===== src/rtl/mem_arbiter_if.sv =====
// mem_arbiter_if: requester handshakes and memory-side signals of mem_arbiter.
// The slave modport is the arbiter's view. The master modport is the view of the
// requesters plus the memory.
interface mem_arbiter_if #(
  parameter int unsigned AW = 6,
  parameter int unsigned DW = 16,
  parameter int unsigned LW = 3
);
  logic          if_req;
  logic [AW-1:0] if_addr;
  logic          if_ack;
  logic [DW-1:0] if_rdata;
  logic          dp_req;
  logic          dp_we;
  logic [AW-1:0] dp_addr;
  logic [LW-1:0] dp_len;
  logic [DW-1:0] dp_wdata;
  logic          dp_ack;
  logic [DW-1:0] dp_rdata;
  logic          dp_done;
  logic          busy;
  logic [AW-1:0] mem_addr;
  logic [DW-1:0] mem_in;
  logic          mem_write_n;
  logic          mem_read_n;
  logic [DW-1:0] mem_out;

  modport slave (
    input  if_req, if_addr, dp_req, dp_we, dp_addr, dp_len, dp_wdata, mem_out,
    output if_ack, if_rdata, dp_ack, dp_rdata, dp_done, busy,
           mem_addr, mem_in, mem_write_n, mem_read_n
  );

  modport master (
    output if_req, if_addr, dp_req, dp_we, dp_addr, dp_len, dp_wdata, mem_out,
    input  if_ack, if_rdata, dp_ack, dp_rdata, dp_done, busy,
           mem_addr, mem_in, mem_write_n, mem_read_n
  );
endinterface


===== src/rtl/mem_arbiter.sv =====
// mem_arbiter: shares one single-port memory between the fetch port (single reads)
// and the data port (read/write bursts of 1..8 beats). It makes one access every
// two cycles, using registered active-low strobes.
// Define MEM_ARB_RR_EN for round-robin arbitration. Without it, the data port has
// fixed priority over fetch.
module mem_arbiter #(
  parameter int unsigned AW = 6,
  parameter int unsigned DW = 16,
  parameter int unsigned LW = 3
) (
  input logic          clk,
  input logic          proc_rst,
  mem_arbiter_if.slave bus_io
);

  typedef enum logic [1:0] {StIdle, StAccess, StNext} state_e;

  state_e        state_q, state_d;
  logic          win_dp_q, win_dp_d;    // current owner: 1 = data port, 0 = fetch
  logic          we_q, we_d;
  logic [LW-1:0] cnt_q, cnt_d;          // beats remaining after the current one
  logic [AW-1:0] addr_q, addr_d;
  logic [DW-1:0] wdata_q, wdata_d;
  logic          write_n_q, write_n_d;
  logic          read_n_q, read_n_d;
  logic          if_ack_q, if_ack_d;
  logic          dp_ack_q, dp_ack_d;
  logic          dp_done_q, dp_done_d;
  logic [DW-1:0] if_rdata_q, if_rdata_d;
  logic [DW-1:0] dp_rdata_q, dp_rdata_d;
  logic          if_elig, dp_elig, grant_dp;

  // While a port's final ack is showing, its req may still belong to the transfer
  // that just finished. Such a req must not be granted again.
  assign if_elig = bus_io.if_req & ~if_ack_q;
  assign dp_elig = bus_io.dp_req & ~dp_done_q;

`ifdef MEM_ARB_RR_EN
  logic last_dp_q, last_dp_d;

  assign grant_dp = dp_elig & (~if_elig | ~last_dp_q);

  // Remember which port won the most recent grant.
  always_comb begin
    last_dp_d = last_dp_q;
    if (state_q == StIdle && (if_elig || dp_elig)) last_dp_d = grant_dp;
  end

  // Priority pointer register. After reset it reads "data port last".
  always_ff @(posedge clk) begin
    if (proc_rst) last_dp_q <= 1'b1;
    else          last_dp_q <= last_dp_d;
  end
`else
  assign grant_dp = dp_elig;
`endif

  // Sequencer next state: grant, strobe one access, ack, then step through the burst.
  always_comb begin
    state_d    = state_q;
    win_dp_d   = win_dp_q;
    we_d       = we_q;
    cnt_d      = cnt_q;
    addr_d     = addr_q;
    wdata_d    = wdata_q;
    write_n_d  = 1'b1;
    read_n_d   = 1'b1;
    if_ack_d   = 1'b0;
    dp_ack_d   = 1'b0;
    dp_done_d  = 1'b0;
    if_rdata_d = if_rdata_q;
    dp_rdata_d = dp_rdata_q;
    unique case (state_q)
      StIdle: begin
        if (if_elig || dp_elig) begin
          state_d  = StAccess;
          win_dp_d = grant_dp;
          if (grant_dp) begin
            we_d      = bus_io.dp_we;
            cnt_d     = bus_io.dp_len;
            addr_d    = bus_io.dp_addr;
            write_n_d = ~bus_io.dp_we;
            read_n_d  = bus_io.dp_we;
            if (bus_io.dp_we) wdata_d = bus_io.dp_wdata;
          end else begin
            we_d     = 1'b0;
            cnt_d    = '0;
            addr_d   = bus_io.if_addr;
            read_n_d = 1'b0;
          end
        end
      end
      StAccess: begin
        // The memory completed the access at this cycle's falling edge.
        if (!we_q) begin
          if (win_dp_q) dp_rdata_d = bus_io.mem_out;
          else          if_rdata_d = bus_io.mem_out;
        end
        dp_ack_d = win_dp_q;
        if_ack_d = ~win_dp_q;
        if (cnt_q == '0) begin
          dp_done_d = win_dp_q;
          state_d   = StIdle;
        end else begin
          cnt_d   = cnt_q - LW'(1);
          state_d = StNext;
        end
      end
      StNext: begin
        addr_d  = addr_q + AW'(1);
        wdata_d = bus_io.dp_wdata;
        if (we_q) write_n_d = 1'b0;
        else      read_n_d  = 1'b0;
        state_d = StAccess;
      end
      default: state_d = StIdle;
    endcase
  end

  // State and output registers. A synchronous reset discards any in-flight beat.
  always_ff @(posedge clk) begin
    if (proc_rst) begin
      state_q    <= StIdle;
      win_dp_q   <= 1'b0;
      we_q       <= 1'b0;
      cnt_q      <= '0;
      addr_q     <= '0;
      wdata_q    <= '0;
      write_n_q  <= 1'b1;
      read_n_q   <= 1'b1;
      if_ack_q   <= 1'b0;
      dp_ack_q   <= 1'b0;
      dp_done_q  <= 1'b0;
      if_rdata_q <= '0;
      dp_rdata_q <= '0;
    end else begin
      state_q    <= state_d;
      win_dp_q   <= win_dp_d;
      we_q       <= we_d;
      cnt_q      <= cnt_d;
      addr_q     <= addr_d;
      wdata_q    <= wdata_d;
      write_n_q  <= write_n_d;
      read_n_q   <= read_n_d;
      if_ack_q   <= if_ack_d;
      dp_ack_q   <= dp_ack_d;
      dp_done_q  <= dp_done_d;
      if_rdata_q <= if_rdata_d;
      dp_rdata_q <= dp_rdata_d;
    end
  end

  assign bus_io.if_ack      = if_ack_q;
  assign bus_io.if_rdata    = if_rdata_q;
  assign bus_io.dp_ack      = dp_ack_q;
  assign bus_io.dp_rdata    = dp_rdata_q;
  assign bus_io.dp_done     = dp_done_q;
  assign bus_io.busy        = (state_q != StIdle);
  assign bus_io.mem_addr    = addr_q;
  assign bus_io.mem_in      = wdata_q;
  assign bus_io.mem_write_n = write_n_q;
  assign bus_io.mem_read_n  = read_n_q;

endmodule


===== src/flat_wrapper.sv =====
// flat-port wrapper written by rule: the top's interface ports become plain ports
module mem_arbiter_flat 
#(
  parameter int unsigned AW = 6,
  parameter int unsigned DW = 16,
  parameter int unsigned LW = 3
)
  (clk, proc_rst, bus_io_if_req, bus_io_if_addr, bus_io_dp_req, bus_io_dp_we, bus_io_dp_addr, bus_io_dp_len, bus_io_dp_wdata, bus_io_mem_out, bus_io_if_ack, bus_io_if_rdata, bus_io_dp_ack, bus_io_dp_rdata, bus_io_dp_done, bus_io_busy, bus_io_mem_addr, bus_io_mem_in, bus_io_mem_write_n, bus_io_mem_read_n);
  mem_arbiter_if #(.AW(AW), .DW(DW), .LW(LW)) bus_io_i ();
  input logic clk;
  input logic proc_rst;
  input wire logic [$bits(bus_io_i.if_req)-1:0] bus_io_if_req;
  input wire logic [$bits(bus_io_i.if_addr)-1:0] bus_io_if_addr;
  input wire logic [$bits(bus_io_i.dp_req)-1:0] bus_io_dp_req;
  input wire logic [$bits(bus_io_i.dp_we)-1:0] bus_io_dp_we;
  input wire logic [$bits(bus_io_i.dp_addr)-1:0] bus_io_dp_addr;
  input wire logic [$bits(bus_io_i.dp_len)-1:0] bus_io_dp_len;
  input wire logic [$bits(bus_io_i.dp_wdata)-1:0] bus_io_dp_wdata;
  input wire logic [$bits(bus_io_i.mem_out)-1:0] bus_io_mem_out;
  output wire logic [$bits(bus_io_i.if_ack)-1:0] bus_io_if_ack;
  output wire logic [$bits(bus_io_i.if_rdata)-1:0] bus_io_if_rdata;
  output wire logic [$bits(bus_io_i.dp_ack)-1:0] bus_io_dp_ack;
  output wire logic [$bits(bus_io_i.dp_rdata)-1:0] bus_io_dp_rdata;
  output wire logic [$bits(bus_io_i.dp_done)-1:0] bus_io_dp_done;
  output wire logic [$bits(bus_io_i.busy)-1:0] bus_io_busy;
  output wire logic [$bits(bus_io_i.mem_addr)-1:0] bus_io_mem_addr;
  output wire logic [$bits(bus_io_i.mem_in)-1:0] bus_io_mem_in;
  output wire logic [$bits(bus_io_i.mem_write_n)-1:0] bus_io_mem_write_n;
  output wire logic [$bits(bus_io_i.mem_read_n)-1:0] bus_io_mem_read_n;
  assign bus_io_i.if_req = bus_io_if_req;
  assign bus_io_i.if_addr = bus_io_if_addr;
  assign bus_io_i.dp_req = bus_io_dp_req;
  assign bus_io_i.dp_we = bus_io_dp_we;
  assign bus_io_i.dp_addr = bus_io_dp_addr;
  assign bus_io_i.dp_len = bus_io_dp_len;
  assign bus_io_i.dp_wdata = bus_io_dp_wdata;
  assign bus_io_i.mem_out = bus_io_mem_out;
  assign bus_io_if_ack = bus_io_i.if_ack;
  assign bus_io_if_rdata = bus_io_i.if_rdata;
  assign bus_io_dp_ack = bus_io_i.dp_ack;
  assign bus_io_dp_rdata = bus_io_i.dp_rdata;
  assign bus_io_dp_done = bus_io_i.dp_done;
  assign bus_io_busy = bus_io_i.busy;
  assign bus_io_mem_addr = bus_io_i.mem_addr;
  assign bus_io_mem_in = bus_io_i.mem_in;
  assign bus_io_mem_write_n = bus_io_i.mem_write_n;
  assign bus_io_mem_read_n = bus_io_i.mem_read_n;
  mem_arbiter #(.AW(AW), .DW(DW), .LW(LW)) u_core (.clk(clk), .proc_rst(proc_rst), .bus_io(bus_io_i));
endmodule

===== config.mk =====
export PLATFORM = sky130hd
export DESIGN_NAME = mem_arbiter_flat
export DESIGN_NICKNAME = d
export VERILOG_FILES = /design/src/rtl/mem_arbiter_if.sv /design/src/rtl/mem_arbiter.sv /design/src/flat_wrapper.sv
export SDC_FILE = /design/constraint.sdc
export NUM_CORES = 1
export LEC_CHECK = 0
export CAP_MARGIN = 30
export CELL_PAD_IN_SITES_DETAIL_PLACEMENT = 0
export CELL_PAD_IN_SITES_GLOBAL_PLACEMENT = 2
export CORE_AREA = 10 10 123 125
export CTS_BUF_LIST = sky130_fd_sc_hd__clkbuf_8
export DETAILED_ROUTE_END_ITERATION = 16
export DIE_AREA = 0 0 133 135
export PLACE_DENSITY_LB_ADDON = 0.1
export SYNTH_ARGS = -nofsm -noshare
export SYNTH_HDL_FRONTEND = slang
export SYNTH_SLANG_ARGS = --single-unit

===== constraint.sdc =====
create_clock -name clk -period 1.5 [get_ports clk]
set_clock_uncertainty 0.2 [all_clocks]
set_input_delay 0.375 -clock clk [delete_from_list [all_inputs] [get_ports clk]]
set_output_delay 0.375 -clock clk [all_outputs]
set_load 0.01 [all_outputs]

==> impl_results.md, run 1 <==
- Status: finished, violations left
- Failing checks: negative setup slack
- Capturing point of the worst reg2reg path: u_core.bus_io.mem_in[9]
- Seq/Total Area, Yosys: 48.7%
- Hold Path Sink: u_core.bus_io.dp_rdata[2]
- GPL Wtd Cong: 0.736
- Power share of the clock group: 37.1%
- TritonRoute pass-1 iters: 4
- Clock latency on the worst-skew pair: 0.35 ns
- Async set-reset flop share out of synthesis: 0%
- Syn_nets: 358
- Die Ht: 135 um
- HPWL Detailed: 7060 um
- Slew Limit Fails: 0
- P_sw: 1.33 mW
- Gr usage total: 10.7%
- Most frequent cells in the layout: 58 x buf_2, 47 x clkdlybuf4s50_1, 44 x nand2_1
- Ys flop type: dfxtp_1
- Register bit count reported by yosys: 66
- Tcrit/Tclk final: 108%
- Largest net degree at the start of global routing: 45
- Area delta synth->final: 76.4%
- R2R Path Start: u_core.state_q[0]
- PwrDens: 1040 nW/um2
- WHS Path Cells: 3
- Critical path endpoint category: register
- Placed insts: 607
- Critical Path Start Type: register
- FF-to-FF setup slack: -0.12 ns
- Post-synth EDFFs: 0
- Post-synth top area cell: dfxtp_1
- Total gr overflow: 0
- Final layout net count: 515
- Core Rows: 41
- CTS Buf Count: 9
- CTS tree: built
- Hold Startpoint: proc_rst
- Part of the power in registers: 39.2%
- Required @ worst endpoint: 1.54 ns
- Hold Path Class: in2reg
- Final Non-Filler Cells: 636
- Starting Density: 21.6%
- RSZ-0062 raised after global routing: true
- Cts hold-fix bufs: 0
- DR WL/cell: 15.4 um
- Initial DRC count: 83
- Leak: 1.97 nW
- Setup CP Type: reg2reg
- Hold Slack: 0.206 ns
- Combinational Power Share: 23.7%
- Core Area: 12,600 um2
- Fmax: 0.617 GHz
- WL final: 9780 um
- Setup Slack @ Placement: -0.689 ns
- Crit path max fanout: 8
- Clock Tree Buf Depth: 2
- Cell area after technology mapping: 2710 um2
- Cells after synthesis: 303
- Most common cell after layout, fill and taps aside: buf_2
- Antenna cells: 0
- Layout Utilization: 38.1%
- Max-cap violation count: 0
- Yosys warnings: 0
- Sw frac: 26.6%
- Die Area: 18,000 um2
- CTS Sinks: 66
- Io pins: 112
- First-pass GRT wire length: 15,100 um
- CTS H-tree lvls: 3
- Post-synth cell types: 51
- Via/cell ratio: 4.17
- Vias: 2,653
- Min cycle time layout: 1.62 ns
- TNS Setup: -3.59 ns
- Post-synthesis average cell area: 8.96 um2
- Initial antenna violation count: 0
- Cell Int Power: 3.66 mW
- Routed Antenna Nets: 0
- Fin. Hold Viols: 0
- Top post-synthesis cells by area: dfxtp_1 49%, nand2_1 10%, mux2i_1 7.0%
- Clk slew on worst S/H paths: 0.07 ns
- Slew @ Worst Pin: 0.291 ns
- CTS Root Cell: clkbuf_8
- Port-buffer cells: 111
- Number of global-route vias before repair: 2,795
- Die width: 133 um
- DRC: 0
- Final setup fails: 56
- Top-area cell type share of the netlist area: 48.7%
- Critical path arrival: 1.66 ns
- Reg2reg path depth: 6
- Slew HR: 80.5%
- Final worst slack: -0.120 ns
- Peak supply drop: 0.408 mV
- Ratio of cells with drive above 1 in the final layout: 49.1%
[metal layers]
| metal | vias up | GRT usage [%] | wire length (um) |
|---|---|---|---|
| li1 | 1343 | - | - |
| met1 | 1237 | 11.8 | 4060 |
| met2 | 61 | 17.2 | 4780 |
| met3 | 12 | 4.90 | 765 |
| met4 | 0 | 4.95 | 172 |
| met5 | - | 0 | 0 |
[stage by stage]
| step | power, mW | area (um2) |
|---|---|---|
| floorplan | 2.47 | 2800 |
| global placement | 3.08 | 4340 |
| detailed placement | 3.08 | 4340 |
| CTS | 5.01 | 4560 |
| global route | 5.26 | 4790 |
| finish | 4.99 | 4790 |
[worst max-delay path, stage by stage (launching register included)]
cell and delay [ns]:
dfxtp_4 0.37, buf_6 0.13, buf_4 0.13, a21oi_4 0.22
clkbuf_16 0.22, mux2i_1 0.19, nor2_1 0.05
[power groups by stage]
stage / clock network (mW) / logic, mW / registers, mW
final: 1.85 / 1.18 / 1.95
after detailed placement: 0 / 1.10 / 1.98
after CTS: 1.94 / 1.12 / 1.95
after global placement: 0 / 1.10 / 1.98
after floorplan: 0 / 0.434 / 2.04
after global routing: 2.00 / 1.29 / 1.97
[cell usage after synthesis, types with 2 or more instances]
library cell,instances
a211oi_1,2
a21oi_1,26
a21oi_2,10
a311oi_1,3
a31oi_1,2
a32o_1,2
a41oi_1,2
buf_2,4
buf_6,5
clkbuf_1,7
dfxtp_1,66
ha_1,3
inv_1,8
mux2_2,2
mux2i_1,19
nand2_1,73
nand2b_1,3
nand3b_1,2
nand4_1,2
nor2_1,24
nor2b_1,3
nor3_1,2
o21ai_0,4
o22ai_1,2
[cells by family after synthesis]
kind of cell    Yosys count  share of synthesized area (%)
fa+ha+maj                 3                           1.38
mux                      21                           7.84
simple gates            123                           20.5
flops                    66                           48.7
buf+inv                  26                           5.35
compound gates           64                           16.2
[final cells by class]
type                       count  area [um2]
timing repair buffer         164        1410
fill                        1311        7780
multi-input combinational    211        1530
clock buffer                  10         138
inverter                       8        33.8
tap                          172         215
sequential                    66        1360
clock inverter                 5         103
[timing repair]
action                     in CTS  in global routing
buffers inserted                9                  4
gates cloned                    0                  3
setup endpoints to repair     119                 62
pin swaps                      15                 32
resized for setup             299                 41
[flip-flops by register name, summed over array words and instances, names as in the netlist, 2 cells and up]
signal and cells:
u_core.state_q 2, u_core.cnt_q 3, u_core.bus_io.if_rdata 16, u_core.bus_io.mem_in 16
u_core.bus_io.mem_addr 6, u_core.bus_io.dp_rdata 16
[worst max-delay path by stage]
stage | startpoint | to | slack [ns] | cells past startpoint
after floorplan | u_core.bus_io.dp_done | u_core.bus_io.mem_addr[2] | -0.07 | 5
after global placement | bus_io_dp_req | u_core.bus_io.mem_addr[2] | -0.65 | 6
after detailed placement | bus_io_dp_req | u_core.bus_io.mem_addr[2] | -0.69 | 6
after CTS | u_core.state_q[0] | bus_io_busy | -0.12 | 3
after global routing | u_core.state_q[1] | u_core.bus_io.mem_in[2] | -0.18 | 6
final | u_core.state_q[0] | u_core.bus_io.mem_in[9] | -0.12 | 6
(Power assumes the default switching activity.)
==> run 2: changes to the inputs <==
CTS_BUF_LIST = sky130_fd_sc_hd__clkbuf_8 sky130_fd_sc_hd__clkbuf_16   (was sky130_fd_sc_hd__clkbuf_8)
==> impl_results.md, run 2 (synthesis results as in run 1) <==
- Status: finished, violations left
- Tot Pwr: 5.55 mW (+11%)
- Cts hold-fix bufs: 0 (unchanged)
- Largest net degree at the start of global routing: 45 (unchanged)
- Min cycle time layout: 1.59 ns (-0.0297 ns)
- RSZ-0062 raised after global routing: true
- Initial antenna violation count: 0 (unchanged)
- Ratio of cells with drive above 1 in the final layout: 49.5% (+0.32 points)
- Setup Slack @ Placement: -0.689 ns (unchanged)
- Most common cell after layout, fill and taps aside: dfxtp_1
- Required @ worst endpoint: 1.52 ns (-0.02 ns)
- PwrDens: 1120 nW/um2 (+7.2%)
- Tcrit/Tclk final: 106% (-2.0 points)
- Peak supply drop: 0.496 mV (+22%)
- Max-cap violation count: 0 (unchanged)
- First-pass GRT wire length: 15,200 um (+0.69%)
- Antenna cells: 0 (unchanged)
- TritonRoute pass-1 iters: 4 (unchanged)
- Number of global-route vias before repair: 2,805 (+0.36%)
- Routed Antenna Nets: 0 (unchanged)
- Slew @ Worst Pin: 0.292 ns (+0.00119 ns)
- Gr usage total: 10.8% (+0.11 points)
- Critical path endpoint category: register
- CTS tree: built
- Die width: 133 um (unchanged)
- CTS Buf Count: 9 (unchanged)
- Critical Path Start Type: register
- DRC: 0 (unchanged)
- Setup CP Type: reg2reg
- Core Area: 12,600 um2 (unchanged)
- Clock latency on the worst-skew pair: 0.33 ns (-0.02 ns)
- WHS Path Cells: 3 (unchanged)
- Final setup fails: 31 (-45%)
- Initial DRC count: 100 (+20%)
- Slew Limit Fails: 0 (unchanged)
- Post-Layout Inst Area: 4970 um2 (+3.8%)
- Port-buffer cells: 111 (unchanged)
- WL final: 9780 um (about the same)
- HPWL Detailed: 7060 um (unchanged)
- CTS Root Cell: clkbuf_16
- Fmax: 0.629 GHz (+1.9%)
- Final layout net count: 516 (+0.19%)
- Io pins: 112 (unchanged)
- Core Rows: 41 (unchanged)
- Dpl cell area: 4340 um2 (unchanged)
- Final worst slack: -0.0899 ns (+0.0297 ns)
- Slew HR: 80.4% (about the same)
- Area delta synth->final: 83.2%
- Total gr overflow: 0 (unchanged)
- Vias: 2,687 (+1.3%)
- Die Ht: 135 um (unchanged)
- CTS H-tree lvls: 3 (unchanged)
- Most frequent cells in the layout: 51 x dfxtp_1, 47 x clkdlybuf4s50_1, 39 x nand2_1
- Failing checks: negative setup slack
- GPL Wtd Cong: 0.736 (unchanged)
- Layout Utilization: 39.6% (+1.5 points)
- Via/cell ratio: 4.22 (+1.1%)
- Fin. Hold Viols: 0 (unchanged)
- Leak: 1.99 nW (+0.84%)
- Hold Path Class: in2reg
- DR WL/cell: 15.3 um (-0.17%)
- Reg2reg path depth: 6 (unchanged)
- Clk slew on worst S/H paths: 0.06 ns (about the same)
- Crit path max fanout: 5 (-3)
- Critical path arrival: 1.61 ns (-0.05 ns)
- Clock Tree Buf Depth: 2 (unchanged)
- Die Area: 18,000 um2 (unchanged)
- Starting Density: 21.6% (unchanged)
- TNS Setup: -1.88 ns (+1.70 ns)
- CTS Sinks: 66 (unchanged)
==> run 2: area by class of cell <==
type / count / area (um2)
clock inverters: 4 / 72.6
clock buffers: 11 / 264
fillers: 1287 / 7600
multi-input cells: 211 / 1540
inverters: 8 / 33.8
flip-flops and latches: 66 / 1350
well taps: 172 / 215
repair buffers: 165 / 1500
==> run 2: stage by stage <==
step / hold WS, ns / instances
2_1_floorplan: 0.278 / 303
3_3_place_gp: 0.242 / 607
3_5_place_dp: 0.247 / 607
4_1_cts: 0.230 / 631
5_1_grt: 0.250 / 637
6_report: 0.231 / 637
==> run 2: where the power goes <==
group,internal (mW),switching [mW],total (mW)
Sequential,1.88,0.0758,1.95
Clock,1.59,0.795,2.38
Combinational,0.662,0.551,1.21
Total,4.13,1.42,5.55
==> run 2: timing repair <==
action / 4_1_cts / 5_1_grt
gates cloned: 2 / 1
pin swaps: 12 / 50
endpoints found under the hold margin: 0 / 0
resized for setup: 229 / 93
buffers inserted: 8 / 7
setup endpoints to repair: 121 / 87
==> run 2: path summary, 6_finish.rpt <==
path	from	to	slack (ns)
hold / removal	proc_rst	u_core.bus_io.dp_rdata[2]	0.23
setup / recovery	u_core.bus_io.dp_done	u_core.bus_io.mem_in[14]	-0.09
hold reg to reg	u_core.bus_io.dp_rdata[8]	u_core.bus_io.dp_rdata[8]	0.25
setup reg to reg	u_core.bus_io.dp_done	u_core.bus_io.mem_in[14]	-0.09
==> run 2: metal layers <==
layer  share of wire (%)  up-vias  global-route usage (%)
met5                   0        -                       0
met4                 1.8        0                    4.95
met2                  48       63                    17.7
met3                 8.0       13                    4.60
li1                    -     1352                       -
met1                  42     1259                    12.0
==> run 2: worst max-delay path, cell delays in order, from the launching register on <==
cell      delay (ns)
dfxtp_4         0.36
nand3b_1        0.20
a21oi_4         0.21
buf_6           0.15
buf_12          0.12
mux2i_1         0.18
nor2_1          0.06
